$ cat config.mk
export PLATFORM = sky130hd
export DESIGN_NAME = nor_gate_sw
export DESIGN_NICKNAME = d
export VERILOG_FILES = /design/src/rtl/nor_gate_sw.sv
export SDC_FILE = /design/constraint.sdc
export NUM_CORES = 1
export LEC_CHECK = 0
export ABC_AREA = 1
export BUFFER_PORTS_ARGS = -buffer_cell sky130_fd_sc_hd__buf_2
export CAP_MARGIN = 15
export CORE_MARGIN = 2
export CORE_UTILIZATION = 50
export DETAILED_ROUTE_END_ITERATION = 8
export PLACE_DENSITY = 0.8
export SETUP_SLACK_MARGIN = 0.4
export SLEW_MARGIN = 20
export SYNTH_ARGS = -nofsm -noshare
export SYNTH_HDL_FRONTEND = slang
export SYNTH_SLANG_ARGS = --single-unit
export TNS_END_PERCENT = 50
$ cat constraint.sdc
create_clock -name clk -period 2.1 [get_ports clk]
set_input_delay 0.525 -clock clk [delete_from_list [all_inputs] [get_ports clk]]
set_output_delay 0.525 -clock clk [all_outputs]
set_load 0.02 [all_outputs]
$ cat src/rtl/nor_gate_sw.sv
// nor_gate_sw: bitwise 2-input NOR with a clocked activity monitor.
// vout is purely combinational. The monitor registers vout, reports
// per-bit rising and falling edges, and keeps a saturating count of the
// edges on which any bit of vout changed.

// One bit of the NOR plus its registered copy and edge detectors.
module nor_gate_sw_lane (
    input  logic clk,
    input  logic rst,
    input  logic a,
    input  logic b,
    output logic y,
    output logic y_q,
    output logic rise,
    output logic fall
);
    // X/Z on either operand is allowed to reach y unmasked.
    assign y = ~(a | b);

    // Register y and flag its transitions. Reset loads the NOR of idle-low inputs.
    always_ff @(posedge clk) begin
        if (rst) begin
            y_q  <= 1'b1;
            rise <= 1'b0;
            fall <= 1'b0;
        end else begin
            y_q  <= y;
            rise <= y & ~y_q;
            fall <= ~y & y_q;
        end
    end
endmodule

module nor_gate_sw #(
    parameter int WIDTH = 1,
    parameter int CNT_W = 16
) (
    input  logic             clk,
    input  logic             rst,
    input  logic [WIDTH-1:0] vin1,
    input  logic [WIDTH-1:0] vin2,
    output logic [WIDTH-1:0] vout,
    output logic [WIDTH-1:0] vout_q,
    output logic [WIDTH-1:0] vout_rise,
    output logic [WIDTH-1:0] vout_fall,
    output logic [CNT_W-1:0] toggle_cnt
);
    logic changed;

    for (genvar i = 0; i < WIDTH; i++) begin : g_lane
        nor_gate_sw_lane u_lane (
            .clk  (clk),
            .rst  (rst),
            .a    (vin1[i]),
            .b    (vin2[i]),
            .y    (vout[i]),
            .y_q  (vout_q[i]),
            .rise (vout_rise[i]),
            .fall (vout_fall[i])
        );
    end

    // Any number of bits changing on one edge counts as a single transition.
    assign changed = |(vout ^ vout_q);

    // Saturating transition counter: holds at all-ones instead of wrapping.
    always_ff @(posedge clk) begin
        if (rst)
            toggle_cnt <= '0;
        else if (changed && (toggle_cnt != {CNT_W{1'b1}}))
            toggle_cnt <= toggle_cnt + CNT_W'(1);
    end
endmodule

======== Yosys cells after proc, flatten, opt, wreduce, memory -nomap -nowiden ========
Cells that the tools add are included.
storage, ports and cells
  bits in read-only memories .............. 0
  memories ................................ 0
  bits of input ports ..................... 4
  bits in writable memories ............... 0
  latch bits .............................. 0
  register bits after elaboration ......... 19
operators by class
  mux-type cells .......................... 0
  shift-type cells ........................ 0
  magnitude comparators ................... 0
  equality and inequality tests ........... 1
  add/sub/neg operators ................... 1
  div/mod/pow operators ................... 0
  reduce and logical (&&, ||, !) cells .... 1
  multipliers ............................. 0
  bitwise logic cells ..................... 6
operators by type and width
  kind                                                              count
  16-bit by 1-bit adder with 16-bit output (second input constant)  1
  16-bit inequality test (second input constant)                    1
  1-bit AND                                                         2
  1-bit NOT                                                         2
  1-bit logical AND                                                 1
  1-bit bitwise OR                                                  1
  1-bit bitwise XOR                                                 1

======== Logic depth before layout (Yosys ltp) ========
  depth after elaboration ................. 4
  depth in mapped cells ................... 10
  depth with buffers taken out ............ 10

======== Hierarchy ========
Synthesis repeated with hierarchy kept, for this count alone.
unflattened totals
  cells, all modules ...................... 162
  area, all modules ....................... 1,106.1 µm²
modules (own cells, without submodules)
  module            cells an instance  area each (µm²)  seq. area each (µm²)  times used
  nor_gate_sw       152                1,011.0          320.3                 1
  nor_gate_sw_lane  10                 95.1             60.1                  1

======== Worst setup path before layout ========
Ideal clock, no wire load.
  path type ............................... input to register
  start point ............................. input vin2
  end point ............................... register toggle_cnt[13]
  setup slack ............................. 20 ps
  data required time ...................... 1,985 ps
  arrival ................................. 1,964 ps
  stages on the path ...................... 9
  path through ............................ nor2_1 > inv_1 > ha_1 > nor2_1 > nand2_1 > nor2_1 > nand3_2 > nand2_1 > nor2_1
on the way
  longest elaborated chain between the ends .. 4
ends and longest elaborated chain
  what                  line  source
  from (decl)           41    input logic [WIDTH-1:0] vin2,
  1-bit bitwise OR      18    assign y = ~(a | b);
  1-bit NOT             18
  1-bit bitwise XOR     64    assign changed = |(vout ^ vout_q);
  1-bit logical AND     70    else if (changed && (toggle_cnt != {CNT_W{1'b1}}))
  to (signal assigned)  71    toggle_cnt <= toggle_cnt + CNT_W'(1);
  to (decl)             46    output logic [CNT_W-1:0] toggle_cnt
No other way between the ends.
A chain may end at the register's enable or synchronous reset.

======== Worst setup path in the final report ========
  start point ............................. register toggle_cnt[12]
  end point ............................... output toggle_cnt[12]
No word-level cell between the ends.

==> impl_results.md <==
- Worst skew pair latency: 0.30 ns
- Number of remaining DRC errors: 0
- EDFF count, synth: 0
- Peak supply drop: about 0.00054 V
- Gate power share: a little under an eighth
- CP arrival: about 0.95 ns
- Post-CTS Resized: 0
- Yosys Warn Count: 0
- CTS Buffer Depth: 2
- Total setup buffers inserted after CTS: 0
- Final ANT Viol Nets: 0
- Routability congestion estimate from global placement: between 0.8 and 0.9
- Commonest cells post-synth: 40 x nand2_1, 37 x nor2_1, 19 x dfxtp_1
- Crit-path max cell delay: 0.45 ns
- Io pins: 24
- Post-synthesis simple-gate area fraction: between 50% and 60%
- Synth Area in XOR/XNOR: 0%
- RSZ-0062 raised after global routing: false
- Critical Path End: toggle_cnt[12]
- HPWL after DPL: 1690 um
- CTS tree: built
- #FFs+latches synth: 19
- Max Slew Vio Count: 0
- Num Clock Sinks: 19
- DR WL/cell: between 9 and 10 um
- Synth area leaders: dfxtp_1 35%, nand2_1 14%, nor2_1 13%, inv_1 5.8%, nand3_1 4.1%
- Pwr Density: slightly below 500 nW/um2
- Buf+Inv Stages, Crit Path: 1
- CTS Root Cell: clkbuf_4
- Worst setup margin: approximately 0.63 ns
- Area of the core: 2020 um2
- Fin. Hold Viols: 0
- Worst-Margin Slew: approximately 0.46 ns
- Yosys cell types: 19
- Max_cap viols: 0
- Syn Inst Count: around 160
- Fin nets: 196
- Sequential power share: between 50% and 60%
- Worst R2R Path Depth: 8
- Synth Area in Compound Gates: roughly 4%
- Pre-antenna DRT Iters: 4
- Clk slew on worst S/H paths: ~0.10 ns
- Diode count: 0
- Die Span Y: approximately 51 um
- Pre-CTS WS: roughly 0.30 ns
- GRT Util Overall: approximately a fifth
- Total gr overflow: 0
- First-pass GRT wire length: 3780 um
- Worst Path Required: around 1.6 ns
- R2r endpoint: toggle_cnt[11]$_SDFFE_PP0P_
- Initial Util: around 54%
- Max_slew headroom: between 60 and 70%
- Fin crit share: around 70%
- Cell count along the critical path: 1
- Synthesized net count: between 150 and 200
- Mux share of post-synthesis cell area: 0%
- Antenna violations before repair: 0
- R2r setup slk: between 0.6 and 0.7 ns
- Vias in the first global route: just over 900
- # rows: 16
- Fmax: around 680 MHz
- Vias/cell: a little under 5
- Largest net degree at the start of global routing: 16
- Setup TNS: 0 ns
- Mean Syn Cell Area: 6.75 um2
- P&R area growth vs syn: 18.3%
- Via Count: 1058
- Layout Skew: roughly 0.0021 ns
- Net load switching power: 167 uW
- Crit path launch: toggle_cnt[12]$_SDFFE_PP0P_
- CTS Buf Count: 3
- Main synth FF type: dfxtp_1
- Die Width: 50.9 um
- CP max-delay cell: dfxtp_1
- Leading area contributor after synthesis: dfxtp_1
- First-iteration detailed-routing DRC count: 16
- Clk network pwr share: around 28%
- Post-synthesis cell area: between 1000 and 1500 um2
- Internal power: 469 uW
- Synth async-reset ratio: 0%
- Final wirelength: approximately 2100 um
- Cts hold-fix bufs: 0
- Main combinational cell family by area after synthesis: simple AND/OR/NAND/NOR gates
- Reg-to-Reg Start: toggle_cnt[0]$_SDFFE_PP0P_
- IO buf count: 23
- CP Max Fanout: 5
- H-tree Lvls: 1
- Register area share after synthesis: about a third
- Crit path time final: about 1.5 ns
- Startpoint Class: flip-flop
- CP Capture Type: output port
- Setup Crit Path Kind: reg -> out
- Die area: ~2600 um2
- Hold_sp: rst
- Run status: complete, no violations
- HP Class: in -> reg
- Critical path cell sequence: buf_2
- Leakage: 0.000594 uW
- Final setup viols: 0
- Switching Share: between 20% and 30%
- Yosys top cell area share: between 30% and 40%
- Layout cells sized above 1: a little under a third
- Delay-heaviest family, CP: flip-flops
- Adder-Cell Fraction of Synth Area: ~3.4%
- Count leader, synth: nand2_1
==> how the worst min path moves through the flow <==
stage	depth (start not counted)	slack, ns	endpoint
2_1_floorplan	2	0.57	toggle_cnt[12]$_SDFFE_PP0P_
3_3_place_gp	2	0.50	toggle_cnt[1]$_SDFFE_PP0P_
3_5_place_dp	2	0.52	toggle_cnt[15]$_SDFFE_PP0P_
4_1_cts	2	0.42	toggle_cnt[9]$_SDFFE_PP0P_
5_1_grt	2	0.43	toggle_cnt[9]$_SDFFE_PP0P_
6_report	2	0.43	toggle_cnt[9]$_SDFFE_PP0P_
==> per-layer routing <==
metal	GRT usage, %	part of all wire (%)	vias to the layer above
met5	0	0	-
met3	2.92	2.4	5
met1	22.3	46	481
met4	9.01	2.1	0
li1	-	-	555
met2	33.5	50	17
==> kinds of logic (layout without fill, tap and decap cells) <==
| family | count (synthesis) | in the layout |
|---|---|---|
| AOI/OAI and AO/OA | 9 | 9 |
| adders and majority gates | 3 | 3 |
| buffers and inverters | 20 | 45 |
| DFF | 19 | 19 |
| and+or+nand+nor | 112 | 112 |
==> power by group through the flow <==
stage,clock network [uW],registers (uW),logic (uW)
floorplan,0,398,44.9
global placement,0,386,75.1
detailed placement,0,387,78.2
CTS,190,379,78.2
global route,197,380,88.3
finish,181,379,76.7
==> metrics by stage <==
step	util (%)	cells	hold WS (ns)	power, uW	cell area (um2)
2_1_floorplan	-	163	0.570	442	1130
3_3_place_gp	62.6	211	0.502	461	1270
3_5_place_dp	62.6	211	0.524	465	1270
4_1_cts	64.0	215	0.420	647	1290
5_1_grt	64.4	215	0.430	665	1300
6_report	64.4	215	0.429	636	1300
==> cells in the final DEF, fill, tap and decap left out, drive strengths merged <==
| cell type | n |
|---|---|
| dfxtp | 19 |
| ha | 3 |
| nand4 | 1 |
| nor2 | 49 |
| nor3b | 1 |
| a21oi | 8 |
| nand3b | 1 |
| clkbuf | 3 |
| nand3 | 13 |
| nand2 | 47 |
| inv | 18 |
| buf | 23 |
| clkinv | 1 |
| o21ai | 1 |
==> layout make-up <==
type,count,area [um2]
Tap cell,27,33.8
Inverter,18,67.6
Clock inverter,1,5.00
Timing Repair Buffer,23,115
Fill cell,189,719
Sequential cell,19,380
Multi-Input combinational cell,124,678
Clock buffer,3,22.5
==> registers in the layout, indices dropped and copies added (netlist names) <==
register and count:
g_lane.u_lane.fall 1, g_lane.u_lane.rise 1, g_lane.u_lane.y_q 1, toggle_cnt 16
Power figures use the tool's default switching activity.
